**config.mk**
```make
export PLATFORM = sky130hd
export DESIGN_NAME = pool_unit_flat
export DESIGN_NICKNAME = d
export VERILOG_FILES = /design/src/rtl/pool_unit_if.sv /design/src/rtl/pool_unit.sv /design/src/flat_wrapper.sv
export SDC_FILE = /design/constraint.sdc
export NUM_CORES = 1
export LEC_CHECK = 0
export CAP_MARGIN = 0
export CORE_ASPECT_RATIO = 0.6
export CORE_MARGIN = 2
export CORE_UTILIZATION = 55
export DETAILED_ROUTE_END_ITERATION = 16
export PLACE_DENSITY = 0.81
export RECOVER_POWER = 100
export SLEW_MARGIN = 20
export SYNTH_ARGS = -nofsm -noshare
export SYNTH_HDL_FRONTEND = slang
export SYNTH_SLANG_ARGS = --single-unit
```
**constraint.sdc**
```tcl
create_clock -name clk -period 2.89 [get_ports clk]
set_input_delay 0.4335 -clock clk [delete_from_list [all_inputs] [get_ports clk]]
set_output_delay 0.4335 -clock clk [all_outputs]
set_load 0.01 [all_outputs]
```
**src/rtl/pool_unit_if.sv**
```systemverilog
// Handshake bundle for pool_unit: element stream in, pooled result stream out.
// Master is the producer/consumer side, slave is the pooling block.
interface pool_unit_if #(
    parameter int DATA_WIDTH = 8,
    parameter int CHANNELS   = 1
);
    logic                         mode;
    logic                         clear;
    logic                         in_valid;
    logic                         in_ready;
    logic signed [DATA_WIDTH-1:0] in_data  [CHANNELS];
    logic                         out_valid;
    logic                         out_ready;
    logic signed [DATA_WIDTH-1:0] out_data [CHANNELS];

    modport master (
        output mode, clear, in_valid, in_data, out_ready,
        input  in_ready, out_valid, out_data
    );

    modport slave (
        input  mode, clear, in_valid, in_data, out_ready,
        output in_ready, out_valid, out_data
    );
endinterface

```
**src/rtl/pool_unit.sv**
```systemverilog
// Per-lane max/average pooling over POOL_SIZE-element windows, result registered 1 cycle after last element.
// A held result stalls input until consumed; a consume and the next window's first element can share a cycle.
module pool_unit #(
    parameter int DATA_WIDTH = 8,
    parameter int POOL_SIZE  = 4,
    parameter int CHANNELS   = 1
) (
    input  logic        clk,
    input  logic        rst_n,
    pool_unit_if.slave  bus
);
    localparam int CW = $clog2(POOL_SIZE);
    localparam int SW = DATA_WIDTH + CW;
    localparam logic [CW-1:0] LAST = CW'(POOL_SIZE - 1);

    typedef enum logic {ACCUM = 1'b0, HOLD = 1'b1} state_t;

    state_t                       state_q, state_d;
    logic [CW-1:0]                cnt_q, cnt_d;
    logic                         mode_q, mode_d;
    logic                         out_vld_q, out_vld_d;
    logic signed [SW-1:0]         acc_q [CHANNELS];
    logic signed [SW-1:0]         acc_d [CHANNELS];
    logic signed [SW-1:0]         nxt   [CHANNELS];
    logic signed [SW-1:0]         xin   [CHANNELS];
    logic signed [DATA_WIDTH-1:0] res_q [CHANNELS];
    logic signed [DATA_WIDTH-1:0] res_d [CHANNELS];

    logic in_rdy;
    logic take;
    logic last;
    logic mode_eff;
    logic out_fire;

    always_ff @(posedge clk or negedge rst_n) begin
        if (!rst_n) begin
            state_q <= ACCUM;
        end else begin
            state_q <= state_d;
        end
    end

    always_comb begin
        state_d = state_q;
        case (state_q)
            ACCUM: if (take && last) state_d = HOLD;
            HOLD:  if (bus.out_ready) state_d = ACCUM;
        endcase
    end

    always_comb begin
        in_rdy        = (state_q == ACCUM) || bus.out_ready;
        bus.in_ready  = in_rdy;
        bus.out_valid = out_vld_q;
        for (int i = 0; i < CHANNELS; i++) begin
            bus.out_data[i] = res_q[i];
        end
    end

    // An element accepted while clear is high is dropped, not just the window.
    always_comb begin
        take     = bus.in_valid && in_rdy && !bus.clear;
        last     = (cnt_q == LAST);
        mode_eff = (cnt_q == '0) ? bus.mode : mode_q;
        out_fire = out_vld_q && bus.out_ready;
        for (int i = 0; i < CHANNELS; i++) begin
            xin[i] = {{CW{bus.in_data[i][DATA_WIDTH-1]}}, bus.in_data[i]};
        end
    end

    always_comb begin
        cnt_d     = cnt_q;
        mode_d    = mode_q;
        out_vld_d = out_vld_q;
        for (int i = 0; i < CHANNELS; i++) begin
            nxt[i]   = acc_q[i];
            acc_d[i] = acc_q[i];
            res_d[i] = res_q[i];
        end

        if (out_fire) out_vld_d = 1'b0;

        if (bus.clear) begin
            cnt_d = '0;
        end else if (take) begin
            cnt_d  = cnt_q + CW'(1);
            mode_d = mode_eff;
            for (int i = 0; i < CHANNELS; i++) begin
                if (cnt_q == '0)
                    nxt[i] = xin[i];
                else if (mode_q)
                    nxt[i] = acc_q[i] + xin[i];
                else
                    nxt[i] = (xin[i] > acc_q[i]) ? xin[i] : acc_q[i];
                acc_d[i] = nxt[i];
                // Sum of POOL_SIZE elements shifted by CW always fits back in DATA_WIDTH.
                if (last)
                    res_d[i] = mode_eff ? DATA_WIDTH'(nxt[i] >>> CW) : nxt[i][DATA_WIDTH-1:0];
            end
            if (last) out_vld_d = 1'b1;
        end
    end

    always_ff @(posedge clk or negedge rst_n) begin
        if (!rst_n) begin
            cnt_q     <= '0;
            mode_q    <= 1'b0;
            out_vld_q <= 1'b0;
            for (int i = 0; i < CHANNELS; i++) begin
                acc_q[i] <= '0;
                res_q[i] <= '0;
            end
        end else begin
            cnt_q     <= cnt_d;
            mode_q    <= mode_d;
            out_vld_q <= out_vld_d;
            for (int i = 0; i < CHANNELS; i++) begin
                acc_q[i] <= acc_d[i];
                res_q[i] <= res_d[i];
            end
        end
    end
endmodule
```
**src/flat_wrapper.sv**
```systemverilog
// flat-port wrapper written by rule: the top's interface ports become plain ports
module pool_unit_flat 
#(
    parameter int DATA_WIDTH = 8,
    parameter int POOL_SIZE  = 4,
    parameter int CHANNELS   = 1
)
  (clk, rst_n, bus_mode, bus_clear, bus_in_valid, bus_in_data, bus_out_ready, bus_in_ready, bus_out_valid, bus_out_data);
  pool_unit_if #(.DATA_WIDTH(DATA_WIDTH), .CHANNELS(CHANNELS)) bus_i ();
  input  logic clk;
  input  logic rst_n;
  input wire logic [$bits(bus_i.mode)-1:0] bus_mode;
  input wire logic [$bits(bus_i.clear)-1:0] bus_clear;
  input wire logic [$bits(bus_i.in_valid)-1:0] bus_in_valid;
  input wire logic [$bits(bus_i.in_data)-1:0] bus_in_data;
  input wire logic [$bits(bus_i.out_ready)-1:0] bus_out_ready;
  output wire logic [$bits(bus_i.in_ready)-1:0] bus_in_ready;
  output wire logic [$bits(bus_i.out_valid)-1:0] bus_out_valid;
  output wire logic [$bits(bus_i.out_data)-1:0] bus_out_data;
  assign bus_i.mode = bus_mode;
  assign bus_i.clear = bus_clear;
  assign bus_i.in_valid = bus_in_valid;
  assign bus_i.in_data = {>>{bus_in_data}};
  assign bus_i.out_ready = bus_out_ready;
  assign bus_in_ready = bus_i.in_ready;
  assign bus_out_valid = bus_i.out_valid;
  assign bus_out_data = {>>{bus_i.out_data}};
  pool_unit #(.DATA_WIDTH(DATA_WIDTH), .POOL_SIZE(POOL_SIZE), .CHANNELS(CHANNELS)) u_core (.clk(clk), .rst_n(rst_n), .bus(bus_i));
endmodule
```
; ---- After elaboration in Yosys (flattened, before gate mapping)
; Cells that the tools add are included.
[word_totals]
register_bits = 23
latch_bits = 0
ram_bits = 0
rom_bits = 0
in_bits = 14
word_cells = 36
n_memories = 0
[classes]
addsub = 2
n_mul = 0
div_mod_pow = 0
n_lt_le_gt_ge = 1
n_eq_ne = 1
n_shift = 0
muxes = 14
bitwise = 2
reduce_logical = 10
[ops]
columns = operator, n
row1 = $mux W10, 3
row2 = $add A10 B8 Y10, 1
row3 = $gt A8 B10 Y1, 1
row4 = $mux W8, 1
row5 = $mux W1, 7
row6 = $logic_and A1 B1 Y1, 4
row7 = $mux W2, 2
row8 = $reduce_and A3 Y1, 1
row9 = $add A2 B1 Y2 const B, 1
row10 = $eq A2 B2 Y1 const B, 1
row11 = $logic_not A2 Y1, 1
row12 = $not A1 Y1, 2
row13 = $pmux W1 S2, 1
row14 = $reduce_and A2 Y1, 1
row15 = $reduce_bool A2 Y1, 1
row16 = $logic_not A1 Y1, 1
row17 = $logic_or A1 B1 Y1, 1

; ---- Longest topological paths before layout
; Gate-level depths: netlist of the first run.
[depth]
depth_word = 7
ltp_mapped = 11

; ---- Worst setup path after synthesis of the first run
; No wires, ideal clock.
[synth_timing]
kind = input port to flip-flop
startpoint = input port bus_in_data[3]
endpoint = register u_core.res_q (netlist bit u_core.bus.out_data[4])
arrival_ps = 2399
path_slack_ps = 365
cell_stages = 8
n_path_buf = 0
path_cell_list = ha_1 > a21oi_1 > o31ai_1 > a2111oi_2 > o21ai_2 > and3_4 > or3_1 > a221o_1
[synth_via]
elab_chain_len = 5
word_cells_on_any_way = 6
cone_classes = add/sub (1) / order compare (1) / mux (4)
[synth_rtl]
columns = item, line_no
row1 = "start, declared", flat_wrapper.sv:15  ; input wire logic [$bits(bus_i.in_data)-1:0] bus_in_data;
row2 = $gt A8 B10 Y1, pool_unit.sv:94  ; nxt[i] = (xin[i] > acc_q[i]) ? xin[i] : acc_q[i];
row3 = $mux W10, pool_unit.sv:94
row4 = $mux W10 *, pool_unit.sv:91  ; else if (mode_q)
row5 = $mux W10 *, pool_unit.sv:89  ; if (cnt_q == '0)
row6 = $mux W8 *, pool_unit.sv:98  ; res_d[i] = mode_eff ? DATA_WIDTH'(nxt[i] >>> CW) : nxt[i][DATA_WIDTH-1:0];
row7 = "end signal, assigned by index", pool_unit.sv:119  ; res_q[i] <= res_d[i];
row8 = "end, declared", pool_unit.sv:26  ; logic signed [DATA_WIDTH-1:0] res_q [CHANNELS];
; Every way passes the cells marked *; elsewhere a longest branch is shown, timed or not.
; A chain may end at the register's enable or synchronous reset.

; ---- Worst setup path in the final report of the first run
[layout_timing]
startpoint = input port bus_in_data[1]
endpoint = register u_core.res_q (netlist bit u_core.bus.out_data[4])
; The elaborated chain is that of the path after synthesis.

==> run_results.csv, run 1 <==
group,metric,value,unit
outcome,outcome,"finished, final reports clean",
detailed_routing,wl_met3,460,microns
flow_run,cap_viol_max_count,0,
layout,layout_common_cells,"buf_4 (31), nand2_1 (24), inv_1 (23), dfrtp_1 (23), ha_1 (19)",
synth,avgSynthCellArea,8.61,sq um
die,fp.dieArea,4200,sq um
setup_path,worstSetupPathType,"input pin to register",
synth,synth_area_leaders,"dfrtp_1 (28%), ha_1 (13%), nand2_1 (4.4%), inv_1 (4.3%), nor2_1 (3.3%)",
pwr,peakVddDrop,0.000411,V
layout,layout-drive-gt1-share,18.4,%
die,die_y,51.0,microns
detailed_routing,vias_per_cell,5.91,
synth,synth_nets,271,
detailed_routing,first_iter_violations,154,
place,place_congestion,0.963,
sta,timing.hold.ws,0.478,ns
synth,synth_top_flop_cell,"dfrtp_1",
setup_path,crit_start,"bus_in_data[1]",
sta,finalHoldViolations,0,
setup_path,path_max_fanout,4,
setup_path,cp.required,3.04,ns
place,dp.cells,331,
global_routing,grt_pass1_vias,1871,
synth,synth_cell_types,56,
sta,drv_slew,0,
die,io_pins,24,
layout,antenna_cells,0,
die,fp.dieW,82.3,microns
clock_tree,post_cts_buffers,0,
detailed_routing,drtPass1Iterations,4,
layout,stdcell_count,335,
place,dp_hpwl,4180,microns
layout,nets,325,
synth,yosys.area.top_type,"dfrtp_1",
detailed_routing,met1_length,2510,microns
layout,nFillCells,286,
global_routing,grt_use_total,27.7,%
min_path,hold_path.class,"register to register",
clock_tree,tritoncts,"done",
sta,period_minus_slack,2.80,ns
setup_path,critPathLaunchType,"input pin",
synth,ys_ff_latch,23,
synth,synth_top_area_share,28.4,%
detailed_routing,ant_nets,0,
layout,multi_input_area,1320,sq um
setup_path,rr_startpoint,"u_core.acc_q[1]",
detailed_routing,maxUsedRoutingLayer,"met4",
clock_tree,postCtsHoldBufs,0,
global_routing,grt_pass1_wl,8840,microns
synth,synthArstFlopShare,100,%
sta,fmax,0.357,GHz
detailed_routing,vias,1981,
global_routing,antenna_found_initial,0,
sta,skew,0.00191,ns
synth,synth_edf_count,0,
sta,setup_viol,0,
layout,seq_area,576,sq um
clock_tree,cts.clk_slew.worst_paths,0.08,ns
setup_path,critPathCaptureType,"register",
layout,final_common_cell,"buf_4",
sta,period_share,96.8,%
sta,tightest_slew,1.22,ns
clock_tree,clock_sinks,23,
place,port_buffers,23,
sta,maxSlewHeadroom,18.4,%
synth,yosysWarnings,0,
pwr,fin_total_pwr,0.00171,W
detailed_routing,wl_per_cell,16.2,microns
clock_tree,clk_latency,0.26,ns
clock_tree,cts_buffer_depth,2,
sta,rsz0062_at_grt,"true",
synth,ys_seq_area_share,28.4,%
clock_tree,numCtsBuffers,3,
die,design.core.area,3590,sq um
synth,netlist_area,2020,sq um
detailed_routing,drc,0,
die,fp-row-count,17,
global_routing,grt_max_degree,24,
setup_path,worstPathArrival,2.95,ns
die,initial_core_util,56.3,%
detailed_routing,wl_met2,2430,microns
detailed_routing,routed_wl,5440,microns
global_routing,grt_overflow,0,
clock_tree,h-tree-depth,1,
pwr,p_leak,1.19,nW
pwr,powerDensity,667,nW/um^2
synth,netlist_instances,235,
layout,areaGrowthSynthToFinish,26.9,%
min_path,hold_start,"u_core.state_q",
clock_tree,root_buffer,"clkbuf_8",
-- final timing paths --
path / endpoint / slack (ns) / depth (start not counted)
min in group asynchronous: u_core.acc_q[7] / 0.95 / 2
worst min register to register: u_core.state_q / 0.48 / 1
worst max-delay path: u_core.bus.out_data[4] / 0.09 / 9
worst min-delay path: u_core.state_q / 0.48 / 1
worst max register to register: u_core.bus.out_data[4] / 0.20 / 9
max in group asynchronous: u_core.acc_q[0] / 1.22 / 2
-- timing repair --
item                       4_1_cts  5_1_grt
gates cloned                     0        0
setup endpoints to repair        2        9
pin swaps                        1        2
gates resized for setup          2        6
-- Yosys cell counts (all sizes together) (2+ instances only) --
library cell	instances
a2111oi	3
a211oi	4
a21oi	13
a221o	3
a221oi	2
a22oi	4
a31oi	2
and2	2
and3	2
buf	2
clkbuf	6
dfrtp	23
ha	21
inv	23
mux2	3
mux2i	3
nand2	24
nand2b	4
nand3	3
nand4	3
nor2	18
nor2b	2
nor3	9
nor3b	2
nor4	2
o211a	2
o211ai	3
o21ai	12
o221a	2
o22ai	2
o31ai	4
o41ai	2
or3	3
xnor2	7
xor2	2
-- power breakdown --
group | internal (W) | switching [W]
logic | 0.000499 | 0.000554
registers | 0.000401 | 0.0000613
clock network | 0.0000984 | 0.000101
total | 0.000998 | 0.000717
-- per-layer routing --
layer  vias up  GRT usage, %
met5         -             0
met4         0          5.83
met3         6          4.95
met2        82          41.8
met1       937          41.2
li1        956             -
-- registers in the layout, summed over array words and instances (netlist names) --
signal and cells:
u_core.mode_q 1, u_core.cnt_q 2, u_core.bus.out_data 8, u_core.bus.out_valid 1, u_core.state_q 1, u_core.acc_q 10
-- critical path: stages --
cell and delay (ns):
clkdlybuf4s50_1 0.42, ha_1 0.33, or2b_1 0.26, a211oi_2 0.34, or3_1 0.19, o21ai_2 0.09
and3_4 0.20, or3_1 0.36, a221o_1 0.31
-- cells by family (layout without fill, tap and decap cells) --
family	after synthesis	count (layout)	share of synthesized area [%]
AO/OA/AOI/OAI	65	65	23.6
XOR/XNOR	9	9	3.89
adder cells (fa/ha/maj)	22	22	14.0
buffers and inverters	33	86	8.47
flip-flops	23	23	28.4
multiplexers	6	6	3.15
AND/OR/NAND/NOR	77	77	18.5
-- area by class of cell --
| cell class | instances | area share [%] |
|---|---|---|
| Multi-Input combinational cell | 179 | 51.4 |
| Sequential cell | 23 | 22.4 |
| Timing Repair Buffer | 58 | 18.7 |
| Inverter | 24 | 3.51 |
| Tap cell | 47 | 2.29 |
| Clock buffer | 4 | 1.75 |
-- through the flow --
| stage | area (sq um) | utilization [%] | setup slack, ns | TNS (ns) |
|---|---|---|---|---|
| after floorplan | 2020 | - | 0.365 | 0 |
| after global placement | 2490 | 69.4 | -0.195 | -0.898 |
| after detailed placement | 2490 | 69.4 | -0.313 | -2.07 |
| after CTS | 2550 | 71.0 | 0.0221 | 0 |
| after global routing | 2570 | 71.5 | -0.0435 | -0.0435 |
| final | 2570 | 71.5 | 0.0921 | 0 |
Power figures use the tool's default switching activity.
==> run 2: changes to the inputs <==
- CTS_BUF_LIST: default -> sky130_fd_sc_hd__clkbuf_4 sky130_fd_sc_hd__clkbuf_8
==> run 2 against run 1 <==
Sequential share of layout area grew 0.12 points. Non-clock buffer count is the same. Clock power grew 6%. Worst hold slack improved by 0.0020 ns. Global-route usage is 0.11 points higher. Clock skew is 0.0023 ns higher. Critical path depth did not move. Maximum frequency grew 0.73%. Worst setup slack gained 0.020 ns. Register-to-register slack gained 0.03 ns. Cell count unchanged. Via count is 1.0% lower. Critical path type unchanged. Largest cell class unchanged.
==> run_results.csv, run 2 (synthesized netlist as in run 1, its figures left out) <==
group,metric,value,unit
outcome,outcome,"finished, final reports clean",
clock_tree,root_buffer,"clkbuf_8",
place,place_congestion,0.963,
clock_tree,cts_buffer_depth,2,
place,dp.cells,331,
die,fp-row-count,17,
layout,multi_input_area,1300,sq um
setup_path,slowest_delay,0.42,ns
setup_path,worstPathArrival,2.94,ns
layout,stdcell_count,335,
die,fp.dieArea,4200,sq um
setup_path,path_delay_family,"simple AND/OR/NAND/NOR gates",
detailed_routing,vias_per_cell,5.85,
clock_tree,post_cts_buffers,0,
layout,fin_area,2560,sq um
place,dp_hpwl,4180,microns
clock_tree,cts.clk_slew.worst_paths,0.08,ns
layout,final_common_cell,"buf_4",
min_path,hold_path.class,"register to register",
setup_path,crit_buf_inv,1,
sta,skew,0.00420,ns
flow_run,cap_viol_max_count,0,
layout,layout-drive-gt1-share,18.1,%
die,die_y,51.0,microns
place,port_buffers,23,
global_routing,antenna_found_initial,0,
place,dp_slack,-0.313,ns
sta,timing.hold.ws,0.480,ns
layout,nets,325,
global_routing,grt_overflow,0,
detailed_routing,first_iter_violations,149,
sta,tightest_slew,1.21,ns
detailed_routing,drtPass1Iterations,6,
global_routing,grt_pass1_wl,8860,microns
clock_tree,h-tree-depth,1,
layout,largest_register_ffs,10,
clock_tree,tritoncts,"done",
clock_tree,clock_sinks,23,
sta,period_share,96.1,%
global_routing,grt_pass1_vias,1880,
sta,fin_ws,0.112,ns
pwr,peakVddDrop,0.000487,V
clock_tree,numCtsBuffers,3,
detailed_routing,ant_nets,0,
detailed_routing,vias,1961,
setup_path,worstPathCellList,"clkdlybuf4s50_1, ha_1, or2b_1, a211oi_2, or3_1, o21ai_2, and3_4, or3_1, a221o_1",
die,io_pins,24,
setup_path,cp.required,3.05,ns
die,design.core.area,3590,sq um
sta,setup_viol,0,
setup_path,worstSetupPathType,"input pin to register",
clock_tree,clk_latency,0.27,ns
setup_path,path_max_fanout,4,
setup_path,slowest_stage,"clkdlybuf4s50_1",
layout,areaGrowthSynthToFinish,26.3,%
detailed_routing,wl_per_cell,15.8,microns
place,place_area,2490,sq um
sta,finalHoldViolations,0,
setup_path,cpMostUsedCell,"or3_1",
setup_path,critPathLaunchType,"input pin",
global_routing,grt_use_total,27.8,%
detailed_routing,drc,0,
layout,final_util,71.1,%
layout,layout_common_cells,"buf_4 (31), nand2_1 (24), inv_1 (23), dfrtp_1 (23), ha_1 (20)",
pwr,powerDensity,668,nW/um^2
sta,drv_slew,0,
detailed_routing,routed_wl,5300,microns
layout,nFillCells,287,
sta,fmax,0.360,GHz
die,fp.dieW,82.3,microns
sta,period_minus_slack,2.78,ns
sta,maxSlewHeadroom,19.5,%
global_routing,grt_max_degree,24,
layout,top_register,"u_core.acc_q",
layout,antenna_cells,0,
die,initial_core_util,56.3,%
setup_path,critPathCaptureType,"register",
pwr,p_leak,1.19,nW
layout,seq_area,576,sq um
[run 2: cell types whose count changed in the layout (fill, tap and decap cells not counted)]
cell / before / now
o31ai_1: 3 / 4
o31ai_2: 1 / 0
clkbuf_1: 4 / 3
clkbuf_4: 1 / 2
ha_4: 2 / 1
ha_1: 19 / 20
[run 2: final timing paths]
check,startpoint,endpoint,slack (ns),cells past startpoint
min,u_core.state_q,u_core.state_q,0.48,1
min reg2reg,u_core.state_q,u_core.state_q,0.48,1
max,bus_in_data[1],u_core.bus.out_data[4],0.11,9
max in group asynchronous,rst_n,u_core.acc_q[0],1.23,2
max reg2reg,u_core.acc_q[1],u_core.bus.out_data[4],0.23,9
min in group asynchronous,rst_n,u_core.acc_q[7],0.93,2
[run 2: metrics by stage]
step,setup TNS [ns],total power [W]
finish,0,0.00171
global route,-0.0379,0.00183
CTS,0,0.00170
detailed placement,-2.07,0.00148
global placement,-0.898,0.00145
floorplan,0,0.00111
[run 2: what timing repair did]
action,in CTS,in global routing
endpoints found under the setup margin,2,8
pin swaps,1,2
hold buffers,0,0
gates resized for setup,2,4
[run 2: power by group]
group,switching (W),internal [W],total (W)
clock network,0.000102,0.000108,0.000210
logic,0.000545,0.000492,0.00104
registers,0.0000603,0.000401,0.000461
total,0.000708,0.00100,0.00171
[run 2: final cells by class]
type	instances	share of cell area, %
clock buffers	4	1.91
repair buffers	58	18.8
multi-input cells	179	51.0
inverters	24	3.52
flip-flops and latches	23	22.5
well taps	47	2.30
[run 2: metal layers]
layer	up-vias	global-route usage [%]	routed length (microns)
li1	962	-	-
met1	931	41.2	2550
met4	0	6.39	41
met3	8	5.30	360
met5	-	0	0
met2	60	41.7	2340
==> run 3: changes to the inputs <==
- CORE_UTILIZATION: 55 -> 38
- PLACE_DENSITY: 0.81 -> 0.6
==> run 3 against run 2 <==
Die area is 42% higher. Critical endpoint unchanged. Clock-buffer cell count stayed put. Maximum frequency is 0.80% lower. Critical path type unchanged. Largest power group unchanged. Combinational power is 9% higher. Highest routed layer unchanged.
==> run_results.csv, run 3 (synthesized netlist as in run 1, its figures left out) <==
group,metric,value,unit
sta,tns,0,ns
detailed_routing,vias,1910,
detailed_routing,drc,0,
die,initial_core_util,39.7,%
global_routing,grt_overflow,0,
global_routing,antenna_found_initial,0,
sta,tightest_slew,1.26,ns
sta,skew,0.00250,ns
pwr,powerDensity,661,nW/um^2
layout,nFillCells,501,
clock_tree,numCtsBuffers,3,
setup_path,cp.required,3.04,ns
sta,drv_slew,0,
sta,fmax,0.357,GHz
global_routing,grt_pass1_wl,9450,microns
layout,top_register,"u_core.acc_q",
detailed_routing,vias_per_cell,5.29,
die,fp-row-count,20,
setup_path,critPathLaunchType,"input pin",
die,io_pins,24,
sta,maxSlewHeadroom,15.8,%
layout,final_common_cell,"buf_4",
die,die_y,60.5,microns
sta,period_share,96.9,%
outcome,outcome,"finished, final reports clean",
setup_path,worstPathArrival,2.95,ns
sta,setup_viol,0,
detailed_routing,ant_nets,0,
layout,nets,332,
place,dp.cells,356,
layout,largest_register_ffs,10,
place,dp_slack,-0.281,ns
layout,layout-drive-gt1-share,22.7,%
min_path,hold_start,"u_core.state_q",
place,port_buffers,23,
clock_tree,cts_buffer_depth,2,
layout,multi_input_area,1400,sq um
flow_run,cap_viol_max_count,0,
sta,fin_ws,0.0901,ns
detailed_routing,drtPass1Iterations,4,
pwr,fin_total_pwr,0.00181,W
min_path,hold_path_depth,1,
clock_tree,root_buffer,"clkbuf_8",
die,fp.dieArea,5950,sq um
clock_tree,cts.clk_slew.worst_paths,0.08,ns
setup_path,path_max_fanout,4,
die,fp.dieW,98.2,microns
layout,layout_common_cells,"buf_4 (39), nand2_1 (24), inv_1 (23), dfrtp_1 (23), nor2_1 (18)",
min_path,hold_path.class,"register to register",
sta,finalHoldViolations,0,
setup_path,worstRegToRegCells,9,
pwr,peakVddDrop,0.000266,V
place,dp_hpwl,4580,microns
setup_path,regToRegEndpoint,"u_core.bus.out_data[4]",
setup_path,worstSetupPathType,"input pin to register",
pwr,p_leak,1.26,nW
setup_path,r2r_slack,0.18,ns
place,place_congestion,0.801,
clock_tree,h-tree-depth,1,
die,design.core.area,5100,sq um
setup_path,critPathCaptureType,"register",
detailed_routing,first_iter_violations,133,
global_routing,grt_use_total,20.2,%
setup_path,rr_startpoint,"u_core.acc_q[1]",
detailed_routing,wl_per_cell,15.8,microns
clock_tree,clk_latency,0.26,ns
min_path,hold_end,"u_core.state_q",
layout,areaGrowthSynthToFinish,35.0,%
layout,seq_area,576,sq um
layout,stdcell_count,361,
global_routing,grt_pass1_vias,1862,
detailed_routing,routed_wl,5720,microns
layout,antenna_cells,0,
clock_tree,tritoncts,"done",
global_routing,grt_max_degree,24,
clock_tree,clock_sinks,23,
sta,period_minus_slack,2.80,ns
## run 3: changes by cell type in the layout (fill, tap and decap cells not counted), moves of 2 or more
cell,delta
a21oi_2,-2
a21oi_1,+2
buf_4,+8
ha_1,-4
ha_4,+4
## run 3: repair_timing
action,in CTS,in global routing
gates resized for setup,3,14
hold buffers,0,0
pin swaps,1,4
gates cloned,0,0
buffers inserted,0,1
setup endpoints to repair,2,10
## run 3: critical path: stages
cell,delay (ns)
clkdlybuf4s50_1,0.48
ha_4,0.31
nand4_1,0.20
a211oi_4,0.37
or3_4,0.19
o21ai_2,0.07
and3_4,0.19
or3_1,0.37
a221o_1,0.34
## run 3: layout make-up
type	count	area share [%]
multi-input cells	179	51.2
well taps	66	3.02
repair buffers	65	19.6
clock buffers	4	1.79
flip-flops and latches	23	21.1
inverters	24	3.30
## run 3: layer usage
layer	share of wire, %	vias to the layer above	track usage, %
met5	0	-	0
met4	0.12	0	1.17
met3	4.9	2	4.49
met2	42	39	30.4
met1	53	905	31.3
li1	-	964	-
## run 3: where the power goes
part           switching (W)  internal [W]
logic               0.000578      0.000554
clock network       0.000104      0.000108
registers          0.0000634      0.000401
## run 3: worst max path at each step
stage	slack, ns	cells after the start	end	startpoint
3_3_place_gp	-0.21	9	u_core.bus.out_data[4]	bus_in_data[3]
5_1_grt	-0.01	9	u_core.bus.out_data[4]	bus_in_data[3]
2_1_floorplan	0.36	8	u_core.bus.out_data[4]	bus_in_data[3]
3_5_place_dp	-0.28	9	u_core.bus.out_data[6]	bus_in_data[5]
4_1_cts	0.04	9	u_core.bus.out_data[4]	bus_in_data[4]
6_report	0.09	9	u_core.bus.out_data[4]	bus_in_data[3]
## run 3: through the flow
step	utilization [%]	hold WS, ns	instance area, sq um
5_1_grt	53.5	0.492	2730
3_5_place_dp	50.2	0.461	2560
6_report	53.5	0.476	2730
2_1_floorplan	-	0.138	2020
3_3_place_gp	50.2	0.455	2560
4_1_cts	51.6	0.476	2640
